==> config.mk <==
export PLATFORM = sky130hd
export DESIGN_NAME = counter_ud_mod_flat
export DESIGN_NICKNAME = d
export VERILOG_FILES = /design/src/rtl/counter_pkg.sv /design/src/rtl/counter_ud_mod_if.sv /design/src/rtl/counter_ud_next.sv /design/src/rtl/counter_ud_mod.sv /design/src/flat_wrapper.sv
export SDC_FILE = /design/constraint.sdc
export NUM_CORES = 1
export LEC_CHECK = 0
export ABC_AREA = 1
export BUFFER_PORTS_ARGS = -buffer_cell sky130_fd_sc_hd__buf_2
export CAP_MARGIN = 20
export CORE_AREA = 3 3 91 93
export DETAILED_ROUTE_END_ITERATION = 10
export DIE_AREA = 0 0 94 96
export GPL_TIMING_DRIVEN = 0
export HOLD_SLACK_MARGIN = 0.15
export PLACE_DENSITY = 0.79
export SETUP_SLACK_MARGIN = 0.02
export SYNTH_ARGS = -nofsm -noshare
export SYNTH_HDL_FRONTEND = slang
export SYNTH_HIERARCHICAL = 1
export SYNTH_SLANG_ARGS = --single-unit
==> constraint.sdc <==
create_clock -name clk -period 8.3 [get_ports clk]
set_input_delay 1.66 -clock clk [delete_from_list [all_inputs] [get_ports clk]]
set_output_delay 1.66 -clock clk [all_outputs]
set_load 0.02 [all_outputs]
==> src/rtl/counter_pkg.sv <==
// Shared types and step clamping for the up/down modulus counter.
// Used by both the RTL and the bench reference model.
package counter_pkg;

  typedef enum logic {
    CNT_WRAP = 1'b0,
    CNT_SAT  = 1'b1
  } cnt_mode_e;

  typedef enum logic {
    CNT_UP   = 1'b0,
    CNT_DOWN = 1'b1
  } cnt_dir_e;

  localparam int CNT_MAX_W = 32;

  function automatic logic [CNT_MAX_W-1:0] clamp_step(
    input logic [CNT_MAX_W-1:0] step,
    input logic [CNT_MAX_W-1:0] limit
  );
    return (step > limit) ? limit : step;
  endfunction

endpackage

==> src/rtl/counter_ud_mod_if.sv <==
// Control/status bundle for counter_ud_mod.
// COUNTER_MATCH_EN adds match_val/match.
interface counter_ud_mod_if #(
  parameter int WIDTH = 8
);
  logic             en;
  logic             load_en;
  logic [WIDTH-1:0] load;
  logic             down;
  logic [WIDTH-1:0] step;
  logic [WIDTH-1:0] limit;
  logic             sat_mode;
  logic [WIDTH-1:0] count;
  logic             rollover;
  logic             underflow;
  logic             at_limit;
  logic             at_zero;
`ifdef COUNTER_MATCH_EN
  logic [WIDTH-1:0] match_val;
  logic             match;

  modport master (
    output en, load_en, load, down,
    output step, limit, sat_mode, match_val,
    input  count, rollover, underflow,
    input  at_limit, at_zero, match
  );

  modport slave (
    input  en, load_en, load, down,
    input  step, limit, sat_mode, match_val,
    output count, rollover, underflow,
    output at_limit, at_zero, match
  );
`else
  modport master (
    output en, load_en, load, down,
    output step, limit, sat_mode,
    input  count, rollover, underflow,
    input  at_limit, at_zero
  );

  modport slave (
    input  en, load_en, load, down,
    input  step, limit, sat_mode,
    output count, rollover, underflow,
    output at_limit, at_zero
  );
`endif
endinterface

==> src/rtl/counter_ud_next.sv <==
// Combinational next-count and bound-event calculator.
// Range fix-up priority is left to the owner of the register.
module counter_ud_next
  import counter_pkg::*;
#(
  parameter int WIDTH = 8
) (
  input  logic [WIDTH-1:0] count,
  input  logic [WIDTH-1:0] step,
  input  logic [WIDTH-1:0] limit,
  input  logic             down,
  input  logic             sat_mode,
  output logic [WIDTH-1:0] next_count,
  output logic             ovf,
  output logic             unf,
  output logic             out_of_range
);

  localparam logic [WIDTH:0] ONE = {{WIDTH{1'b0}}, 1'b1};

  cnt_mode_e        mode;
  cnt_dir_e         dir;
  logic [WIDTH-1:0] step_eff;
  logic [WIDTH:0]   c_x;
  logic [WIDTH:0]   s_x;
  logic [WIDTH:0]   l_x;
  logic [WIDTH:0]   sum;
  logic [WIDTH:0]   span;

  assign mode     = cnt_mode_e'(sat_mode);
  assign dir      = cnt_dir_e'(down);
  assign step_eff = WIDTH'(clamp_step(
                      CNT_MAX_W'(step), CNT_MAX_W'(limit)));
  assign c_x      = {1'b0, count};
  assign s_x      = {1'b0, step_eff};
  assign l_x      = {1'b0, limit};
  assign sum      = c_x + s_x;
  assign span     = l_x + ONE;

  assign out_of_range = count > limit;

  always_comb begin
    next_count = count;
    ovf        = 1'b0;
    unf        = 1'b0;
    // limit 0 clamps step_eff to 0, yet a raw step still crosses a bound
    if (limit == '0) begin
      next_count = '0;
      if (step != '0) begin
        ovf = (dir == CNT_UP);
        unf = (dir == CNT_DOWN);
      end
    end else if (step_eff == '0) begin
      next_count = count;
    end else if (dir == CNT_UP) begin
      if (sum > l_x) begin
        ovf        = 1'b1;
        next_count = (mode == CNT_SAT) ? limit
                                       : WIDTH'(sum - span);
      end else begin
        next_count = WIDTH'(sum);
      end
    end else begin
      if (count >= step_eff) begin
        next_count = count - step_eff;
      end else begin
        unf        = 1'b1;
        next_count = (mode == CNT_SAT) ? '0
                                       : WIDTH'(c_x + span - s_x);
      end
    end
  end

endmodule

==> src/rtl/counter_ud_mod.sv <==
// Up/down modulus counter: load, step, wrap/saturate, bound pulses.
// Optional COUNTER_MATCH_EN adds a registered match pulse.
module counter_ud_mod
  import counter_pkg::*;
#(
  parameter int WIDTH = 8
) (
  input  logic             clk,
  input  logic             rstn,
  counter_ud_mod_if.slave  bus
);

  logic [WIDTH-1:0] count_q;
  logic [WIDTH-1:0] count_d;
  logic [WIDTH-1:0] next_count;
  logic [WIDTH-1:0] load_clamp;
  logic             roll_q;
  logic             roll_d;
  logic             unf_q;
  logic             unf_d;
  logic             ovf;
  logic             unf;
  logic             oor;

  counter_ud_next #(
    .WIDTH (WIDTH)
  ) u_next (
    .count        (count_q),
    .step         (bus.step),
    .limit        (bus.limit),
    .down         (bus.down),
    .sat_mode     (bus.sat_mode),
    .next_count   (next_count),
    .ovf          (ovf),
    .unf          (unf),
    .out_of_range (oor)
  );

  assign load_clamp = (bus.load > bus.limit) ? bus.limit
                                             : bus.load;

  always_comb begin
    count_d = count_q;
    roll_d  = 1'b0;
    unf_d   = 1'b0;
    if (bus.load_en) begin
      count_d = load_clamp;
    end else if (bus.en && oor) begin
      // limit shrank under the count: snap back, no step, no pulse
      count_d = (cnt_mode_e'(bus.sat_mode) == CNT_SAT)
                ? bus.limit : '0;
    end else if (bus.en) begin
      count_d = next_count;
      roll_d  = ovf;
      unf_d   = unf;
    end
  end

  always_ff @(posedge clk or negedge rstn) begin
    if (!rstn) begin
      count_q <= '0;
      roll_q  <= 1'b0;
      unf_q   <= 1'b0;
    end else begin
      count_q <= count_d;
      roll_q  <= roll_d;
      unf_q   <= unf_d;
    end
  end

  assign bus.count     = count_q;
  assign bus.rollover  = roll_q;
  assign bus.underflow = unf_q;
  assign bus.at_limit  = (count_q == bus.limit);
  assign bus.at_zero   = (count_q == '0);

`ifdef COUNTER_MATCH_EN
  logic match_q;

  always_ff @(posedge clk or negedge rstn) begin
    if (!rstn) begin
      match_q <= 1'b0;
    end else begin
      match_q <= (count_d == bus.match_val) &&
                 (count_q != bus.match_val);
    end
  end

  assign bus.match = match_q;
`endif

endmodule

==> src/flat_wrapper.sv <==
// flat-port wrapper written by rule: the top's interface ports become plain ports
module counter_ud_mod_flat import counter_pkg::*;
#(
  parameter int WIDTH = 8
)
  (clk, rstn, bus_en, bus_load_en, bus_load, bus_down, bus_step, bus_limit, bus_sat_mode, bus_count, bus_rollover, bus_underflow, bus_at_limit, bus_at_zero);
  counter_ud_mod_if #(.WIDTH(WIDTH)) bus_i ();
  input  logic clk;
  input  logic rstn;
  input wire logic [$bits(bus_i.en)-1:0] bus_en;
  input wire logic [$bits(bus_i.load_en)-1:0] bus_load_en;
  input wire logic [$bits(bus_i.load)-1:0] bus_load;
  input wire logic [$bits(bus_i.down)-1:0] bus_down;
  input wire logic [$bits(bus_i.step)-1:0] bus_step;
  input wire logic [$bits(bus_i.limit)-1:0] bus_limit;
  input wire logic [$bits(bus_i.sat_mode)-1:0] bus_sat_mode;
  output wire logic [$bits(bus_i.count)-1:0] bus_count;
  output wire logic [$bits(bus_i.rollover)-1:0] bus_rollover;
  output wire logic [$bits(bus_i.underflow)-1:0] bus_underflow;
  output wire logic [$bits(bus_i.at_limit)-1:0] bus_at_limit;
  output wire logic [$bits(bus_i.at_zero)-1:0] bus_at_zero;
  assign bus_i.en = bus_en;
  assign bus_i.load_en = bus_load_en;
  assign bus_i.load = bus_load;
  assign bus_i.down = bus_down;
  assign bus_i.step = bus_step;
  assign bus_i.limit = bus_limit;
  assign bus_i.sat_mode = bus_sat_mode;
  assign bus_count = bus_i.count;
  assign bus_rollover = bus_i.rollover;
  assign bus_underflow = bus_i.underflow;
  assign bus_at_limit = bus_i.at_limit;
  assign bus_at_zero = bus_i.at_zero;
  counter_ud_mod #(.WIDTH(WIDTH)) u_core (.clk(clk), .rstn(rstn), .bus(bus_i));
endmodule
# Yosys cells after proc, flatten, opt, wreduce, memory -nomap -nowiden
# Index checks and enable logic that the tools add are counted.
# W data, S select, Z words.
# classes
n_addsub,6
mul,0
div,0
order_cmp,5
n_eq_ne,2
shifts,0
muxes,29
bitwise_logic,1
reduce_logical,7
# op_table
op,count
$mux W8,13
$gt A8 B8 Y1,3
$logic_not A8 Y1,3
$sub A8 B8 Y8,3
$mux W1,16
$add A8 B8 Y9,1
$gt A9 B8 Y1,1
$add A8 B1 Y8 const B,1
$add A8 B8 Y8,1
$eq A8 B8 Y1,1
$ge A8 B8 Y1,1
$reduce_bool A8 Y1,1
$ne A4 B3 Y1 const B,1
$reduce_bool A3 Y1,1
$reduce_and A2 Y1,1
$logic_and A1 B1 Y1,1
$not A1 Y1,1
# word_totals
ff_bits,10
latchBits,0
ram_bits,0
romBits,0
inputBits,30
out_inout_bits,12
word_cells,53
n_memories,0

# Depth between registers and ports, before layout
# Gate-level depths: netlist (run 1).
# depth
depth_word,12
ltp_mapped,40
mapped_depth_nobuf,40

# Modules after synthesis
# Netlist (run 1), hierarchy kept.
# by_module_without_submodules
mod,n_inst,cells_each,area_each_um2,seq_area_each_um2
counter_ud_next,1,509,3100.5,0.0
counter_ud_mod,1,153,1028.5,250.2

# Worst setup path after synthesis (run 1)
# OpenSTA, ideal clock, no wires.
# synth_timing
path_kind,input port to flip-flop
startpoint,input port bus_limit[7]
endpoint,register u_core.count_q[4] (netlist: u_core/bus.count[4])
setup_time_ns,0.113
arrival_ns,5.433
required_ns,8.187
setup_slack_ns,2.754
stages,36
path_buffers,0
cell_sequence,inv_1 ha_1 nand2_1 nor2_4 nand2_1 nand2_4 nand2_4 nand2_1 nand2_1 inv_1 ha_1 inv_1 fa_1 o21ai_1 xor2_1 inv_1 ha_1 nand2_1 nor2_1 nand2_1 nand3_1 nand2_1 nand2_1 nand2_1 nand2_1 nand2_1 nand2_2 nand2_1 nand2_1 nor2_1 nor2_1 nor2_2 a21oi_1 a21oi_1 nand2_1 inv_1
# synth_between
elab_chain_len,12
word_cells_on_any_way,27
cone_classes,add/sub (4); order compare (5); eq/ne (1); mux (12); reduce/logical (5)
# synth_lines
item,line,source
from (decl),flat_wrapper.sv:15,input wire logic [$bits(bus_i.limit)-1:0] bus_limit;
$gt A8 B8 Y1,counter_pkg.sv:21,return (step > limit) ? limit : step;
$mux W8,counter_pkg.sv:21,
$add A8 B8 Y9,counter_ud_next.sv:37,assign sum = c_x + s_x;
$sub A8 B8 Y8,counter_ud_next.sv:59,: WIDTH'(sum - span);
$mux W8,counter_ud_next.sv:58,next_count = (mode == CNT_SAT) ? limit
$mux W8,counter_ud_next.sv:56,if (sum > l_x) begin
$mux W8,counter_ud_next.sv:55,end else if (dir == CNT_UP) begin
$mux W8,counter_ud_next.sv:53,end else if (step_eff == '0) begin
$mux W8 (*),counter_ud_next.sv:47,if (limit == '0) begin
named net u_core.next_count[4],counter_ud_mod.sv:15,logic [WIDTH-1:0] next_count;
$mux W8 (*),counter_ud_mod.sv:52,end else if (bus.en) begin
$mux W8 (*),counter_ud_mod.sv:48,end else if (bus.en && oor) begin
$mux W8 (*),counter_ud_mod.sv:46,if (bus.load_en) begin
to (signal assigned),counter_ud_mod.sv:65,count_q <= count_d;
to (decl),counter_ud_mod.sv:13,logic [WIDTH-1:0] count_q;
# The timed path passes the listed nets; every way through them passes the cells marked *. The select of a mux whose other input is x is not followed.
# A chain may end at the register's enable or synchronous reset.

# Worst setup path after layout (run 1)
# layout_timing
startpoint,input port bus_limit[6]
endpoint,register u_core.count_q[3] (netlist: u_core/bus.count[3])
# The elaborated chain is that of the path after synthesis.

==> results.txt, run 1 <==
----------------------------------------------------
[Layout]
  Layout net count ... 813
  Share of layout cells above drive strength 1 ... 13.9%
  Leading cell types in the layout, fill and taps excluded ... sky130_fd_sc_hd__nand2_1, sky130_fd_sc_hd__inv_1, sky130_fd_sc_hd__nand3_1
  Most common library cell in the layout ignoring fill and taps ... sky130_fd_sc_hd__nand2_1
  Number of diodes ... 0
  Number of fillers in the final layout ... 758
  Multi-input logic area ... 0.00339 mm²
  Utilization after layout ... 59.1%
  Storage element area ... 250 µm²
  Layout-stage area growth over the synthesis result ... 8.82%

[Hold path]
  Min-delay worst type ... reg2reg
  Hold-critical path depth ... 4

[Die]
  Die Height ... 96 µm
  Number of primary I/O pins ... 42
  Width of the chip ... 94 µm
  Number of core rows ... 32
  Initial core utilization ... 54.3%
  Die Footprint ... 0.00902 mm²
  Placeable core region ... 0.00761 mm²

[Critical path]
  Data arrival, critical path ... 6.78 ns
  Highest-delay cell along the critical path ... sky130_fd_sc_hd__fa_1
  Required time of the critical path ... 8.47 ns
  Startpoint class of the critical path ... input port
  Largest fanout of any net on the critical path ... 10
  Cell depth of the worst flop-to-flop path ... 24
  Crit path capture type ... register
  Crit Path Class ... in2reg
  Most common cell type on the critical path ... sky130_fd_sc_hd__nand2_1
  Critical path's largest stage delay ... 0.41 ns

[Clock tree]
  Post-CTS Setup Inserts ... 0
  Number of sinks on the clock net ... 10
  Quantity of gates resized following cts ... 0
  Clk Latency, worst-skew pair ... 0.23 ns
  Clock tree from TritonCTS ... done
  Count of hold-fix buffers inserted at cts ... 0
  Number of buffers inserted during clock tree synthesis ... 3
  Root Driver ... sky130_fd_sc_hd__clkbuf_8
  Clk pin slew, worst setup/hold paths ... 0.04 ns
  Maximum buffer depth of the clock tree ... 2
  Htree depth ... 1

[STA]
  Setup Skew ... 0.00285 ns
  Fin. max-slew vios ... 0
  Transition time at the pin with the least slew margin ... 0.574 ns
  Setup repair after global routing missed its margin ... false
  Period Utilization, post-route ... 79.6%
  Final total negative setup slack ... 0 ns
  F_max ... 151 MHz
  Setup violations, final ... 0
  Tmin final ... 6.61 ns
  Max_slew headroom ... 61.8%
  Number of endpoints with negative hold slack in the final report ... 0

[Global route]
  Wire length of the first global-routing pass ... 20500 µm
  Remaining global-route overflow ... 0
  Maximum number of pins on one net before global-route repair ... 14
  Number of antenna violations at the first check in global routing ... 0
  Vias in the first global route ... 4429
  GRT Resource Usage Total ... 28.7%

[Pwr]
  LEAKAGE ... 2.54 nW
  Post-layout power ... 1.11 mW
  Power density over the cells ... 246 mW/mm²
  Peak ir drop on the vdd network ... 0.000163 V

[Synth]
  Cell type with the largest total area after synthesis ... sky130_fd_sc_hd__ha_1
  Yosys synthesis warning count ... 6
  Post-synthesis instance area ... 0.00413 mm²
  Leading cell types by total area after synthesis ... sky130_fd_sc_hd__ha_1, sky130_fd_sc_hd__nand2_1, sky130_fd_sc_hd__nand3_1
  Post-synthesis register bit count ... 10
  Proportion of netlist area held by the largest area contributor ... 20.3%
  Average size of a mapped cell ... 6.24 µm²
  Register area share after synthesis ... 6.06%
  Number of library cell types mapped by synthesis ... 38
  Cells after Synth ... 662
  Post-synthesis net count ... 769

[Routing]
  Number of design rule violations left after detail routing ... 0
  Routed wire length ... 12900 µm
  TritonRoute pass-1 iters ... 5
  Number of DRC markers in iteration 0 ... 404
  Routed vias/inst ... 5.69
  Remaining number of nets flagged by the antenna check after routing ... 0
  Count of vias placed by the detailed router ... 4590
  Detailed-route wire length per cell ... 16.0 µm

[Place]
  Input/output buffers ... 39
  Total half-perimeter wirelength after legalization and detailed placement ... 10500 µm
  Placer's final routability congestion estimate ... 1.02

[Job]
  Number of max-cap violations ... 0

[Outcome]
  Status ... finished clean

----------------------------------------------------
## registers in the layout, indices dropped and copies added, names as in the netlist
register / count
u_core/bus.count: 8
u_core/bus.underflow: 1
u_core/bus.rollover: 1
## through the flow
step	setup WS [ns]	hold WS [ns]	cell area [µm²]	cells
after global routing	1.24	0.919	4490	806
after global placement	1.57	0.859	4450	803
after floorplan	2.75	0.795	4130	662
after detailed placement	1.55	0.844	4450	803
final	1.69	0.874	4490	806
after CTS	1.76	0.852	4490	806
## synthesized netlist by cell type (all sizes together)
cell    count
buf         6
xor2       13
inv       112
nand2     172
nand4      14
clkbuf      4
ha         67
a21o        2
o211ai      2
fa         10
a31oi       4
o21bai      5
or2         6
xnor2       9
nor4        4
and2        1
dfrtp      10
clkinv      1
a21oi      56
nand3b      7
nor3        5
o22ai       2
o21ai      23
nor2       43
nand3      84
## layout make-up
type,count,share of cell area [%]
clock buffers,3,0.919
flip-flops and latches,10,5.57
plain buffers,10,1.42
multi-input cells,529,75.5
repair buffers,39,4.34
inverters,113,9.44
well taps,102,2.84
## final timing paths
check | startpoint | to | slack [ns]
worst max-delay path | bus_limit[6] | u_core/bus.count[3] | 1.69
worst min-delay path | u_core/bus.count[0] | u_core/bus.count[0] | 0.87
worst max register to register | u_core/bus.count[1] | u_core/bus.count[3] | 4.11
worst min register to register | u_core/bus.count[0] | u_core/bus.count[0] | 0.87
max in group asynchronous | rstn | u_core/bus.count[3] | 6.83
min in group asynchronous | rstn | u_core/bus.count[4] | 1.28
## report_power, final
| part | leakage [nW] | total (mW) | internal, mW | switching [mW] |
|---|---|---|---|---|
| clock network | 0.0216 | 0.0476 | 0.0315 | 0.0161 |
| registers | 0.120 | 0.0982 | 0.0581 | 0.0401 |
| logic | 2.40 | 0.961 | 0.345 | 0.615 |
## cell families (layout without fill, tap and decap cells)
family,count (synthesis),after routing,share of synthesized area (%)
AOI/OAI and AO/OA,94,94,13.1
DFF,10,10,6.06
xor gates and xnor gates,22,22,4.67
adders and majority gates,77,77,25.2
buffers and inverters,123,165,11.8
and+or+nand+nor,336,336,39.2
## critical path, delay by kind of cell
family	cells	cell delay [ns]
AND/OR/NAND/NOR	21	2.08
adder cells (fa/ha/maj)	4	1.23
buffers and inverters	6	0.81
AO/OA/AOI/OAI	4	0.63
XOR/XNOR	1	0.34
## per-layer routing
| layer | routed length [µm] | global-route usage [%] |
|---|---|---|
| met2 | 6170 | 51.6 |
| met5 | 0 | 0 |
| met3 | 1010 | 3.67 |
| met4 | 555 | 12.5 |
| met1 | 5150 | 34.2 |
Note: power is estimated with default switching activity, not from simulation.
==> run 2, diff against run 1 <==
--- a/config.mk
+++ b/config.mk
@@ -13,7 +13,7 @@
 export DIE_AREA = 0 0 94 96
 export GPL_TIMING_DRIVEN = 0
 export HOLD_SLACK_MARGIN = 0.15
-export PLACE_DENSITY = 0.79
+export PLACE_DENSITY = 0.82
 export SETUP_SLACK_MARGIN = 0.02
 export SYNTH_ARGS = -nofsm -noshare
 export SYNTH_HDL_FRONTEND = slang
==> constraint.sdc (replaced) <==
create_clock -name clk -period 5.5 [get_ports clk]
set_input_delay 1.1 -clock clk [delete_from_list [all_inputs] [get_ports clk]]
set_output_delay 1.1 -clock clk [all_outputs]
set_load 0.02 [all_outputs]
==> run 2 against run 1 <==
Net effect: routed wire length rose by 5.4%; design area rose by 9.5%; core utilization rose by 5.6 points; critical path depth fell by 3; critical path type unchanged; clock power rose by 88%; non-clock buffer count rose by 18; critical endpoint is now u_core/bus.count[7]; sequential cell count did not move; sequential share of layout area fell by 0.48 points.
==> results.txt, run 2 (synthesis gave the netlist of run 1 again) <==
----------------------------------------------------
[Critical path]
  Largest fanout of any net on the critical path ... 8
  Crit Path Class ... in2reg
  Startpoint class of the critical path ... input port
  Worst flop-to-flop path endpoint ... u_core/bus.count[7]
  Highest-delay cell along the critical path ... sky130_fd_sc_hd__ha_1
  Cell depth of the worst flop-to-flop path ... 20
  Most common cell type on the critical path ... sky130_fd_sc_hd__nand2_1
  Critical path's largest stage delay ... 0.29 ns
  RR Startpoint ... u_core/bus.count[1]
  Data arrival, critical path ... 5.47 ns
  Crit path capture type ... register
  Reg2reg setup slack ... 1.68 ns
  Required time of the critical path ... 5.67 ns

[STA]
  Final total negative setup slack ... 0 ns
  Fin. max-slew vios ... 0
  Post-route worst hold slack ... 0.711 ns
  Transition time at the pin with the least slew margin ... 0.608 ns
  Max_slew headroom ... 59.4%
  Period Utilization, post-route ... 96.4%
  Setup repair after global routing missed its margin ... true
  F_max ... 189 MHz
  Number of endpoints with negative hold slack in the final report ... 0
  Tmin final ... 5.30 ns
  Setup Skew ... 0.00305 ns
  Setup violations, final ... 0

[Die]
  Die Height ... 96 µm
  Placeable core region ... 0.00761 mm²
  Die Footprint ... 0.00902 mm²
  Width of the chip ... 94 µm
  Number of core rows ... 32
  Initial core utilization ... 54.3%
  Number of primary I/O pins ... 42

[Clock tree]
  Clk pin slew, worst setup/hold paths ... 0.05 ns
  Clock tree from TritonCTS ... done
  Maximum buffer depth of the clock tree ... 2
  Number of sinks on the clock net ... 10
  Root Driver ... sky130_fd_sc_hd__clkbuf_8
  Htree depth ... 1
  Number of buffers inserted during clock tree synthesis ... 3
  Clk Latency, worst-skew pair ... 0.23 ns

[Routing]
  Detailed-route wire length per cell ... 16.4 µm
  Count of vias placed by the detailed router ... 4830
  Routed wire length ... 13600 µm
  Number of DRC markers in iteration 0 ... 442
  TritonRoute pass-1 iters ... 5
  Remaining number of nets flagged by the antenna check after routing ... 0
  Number of design rule violations left after detail routing ... 0
  Routed vias/inst ... 5.84

[Pwr]
  Peak ir drop on the vdd network ... 0.000221 V
  Clock network fraction of design power ... 4.7%
  Post-layout power ... 1.89 mW
  Relative contribution of combinational cells to total power ... 87.5%
  LEAKAGE ... 2.65 nW
  Power spent charging and discharging nets ... 1.10 mW
  Sequential group share of total power ... 7.8%
  Internal Pwr Total ... 791 µW
  Power density over the cells ... 385 mW/mm²
  Switching part of the total power ... 58.2%

[Layout]
  Flip-flop count of the largest register, all copies and words added ... 8
  Share of layout cells above drive strength 1 ... 21.9%
  Utilization after layout ... 64.7%
  Number of diodes ... 0
  Most common library cell in the layout ignoring fill and taps ... sky130_fd_sc_hd__nand2_1
  Layout net count ... 833
  Layout-stage area growth over the synthesis result ... 19.2%
  Leading cell types in the layout, fill and taps excluded ... sky130_fd_sc_hd__nand2_1, sky130_fd_sc_hd__inv_1, sky130_fd_sc_hd__nand3_1

[Global route]
  Number of antenna violations at the first check in global routing ... 0
  Wire length of the first global-routing pass ... 20900 µm
  Maximum number of pins on one net before global-route repair ... 14
  Remaining global-route overflow ... 0
  GRT Resource Usage Total ... 29.5%
  Vias in the first global route ... 4445

[Hold path]
  Min-delay worst type ... in2async

[Job]
  Number of max-cap violations ... 0

[Place]
  Input/output buffers ... 39
  Placer's final routability congestion estimate ... 0.998
  Total half-perimeter wirelength after legalization and detailed placement ... 10400 µm

[Outcome]
  Status ... finished clean

----------------------------------------------------
## run 2: timing repair
action | CTS | global route
endpoints found under the hold margin | 0 | 0
pin swaps | 2 | 20
hold buffers | 0 | 0
gates cloned | 1 | 1
setup endpoints to repair | 9 | 9
setup buffers | 5 | 14
resized for setup | 19 | 45
## run 2: area by class of cell
class / count / area (µm²)
Buffer: 9 / 58.8
Tap cell: 102 / 128
Sequential cell: 10 / 250
Fill cell: 700 / 2690
Multi-Input combinational cell: 531 / 3610
Timing Repair Buffer: 58 / 374
Clock buffer: 4 / 55.1
Inverter: 113 / 443
## run 2: through the flow
| step | cell area, µm² | worst slack (ns) | std cells |
|---|---|---|---|
| after global routing | 4920 | -0.0574 | 827 |
| after floorplan | 4130 | 0.514 | 662 |
| after detailed placement | 4450 | -0.679 | 803 |
| final | 4920 | 0.198 | 827 |
| after global placement | 4450 | -0.599 | 803 |
| after CTS | 4610 | 0.0250 | 813 |
## run 2: worst max path at each step
| stage | start | slack, ns | endpoint | depth (start not counted) |
|---|---|---|---|---|
| global route | bus_limit[3] | -0.06 | u_core/bus.count[6] | 38 |
| global placement | bus_limit[7] | -0.60 | u_core/bus.count[5] | 38 |
| CTS | bus_limit[7] | 0.03 | u_core/bus.count[7] | 33 |
| detailed placement | bus_limit[7] | -0.68 | u_core/bus.count[4] | 37 |
| floorplan | bus_limit[7] | 0.51 | u_core/bus.count[4] | 36 |
| finish | bus_limit[3] | 0.20 | u_core/bus.count[7] | 33 |
## run 2: critical path: cells and delay by family
family / cells / cell delay (ns)
simple gates: 18 / 1.97
compound gates: 4 / 0.65
fa+ha+maj: 3 / 0.85
buf+inv: 8 / 0.87
## run 2: power by group through the flow
stage               sequential, mW  combinational, mW  clock, mW
finish                       0.148               1.66     0.0893
floorplan                    0.140               1.06          0
detailed placement           0.148               1.41          0
CTS                          0.147               1.47     0.0925
global placement             0.147               1.38          0
global route                 0.152               1.83     0.0967
## run 2: metal layers
layer / GRT usage, % / share of wire [%] / up-vias
met3: 4.30 / 7.8 / 51
met5: 0 / 0 / -
li1: - / - / 2294
met2: 52.0 / 48 / 267
met1: 35.1 / 39 / 2218
met4: 14.1 / 4.8 / 0
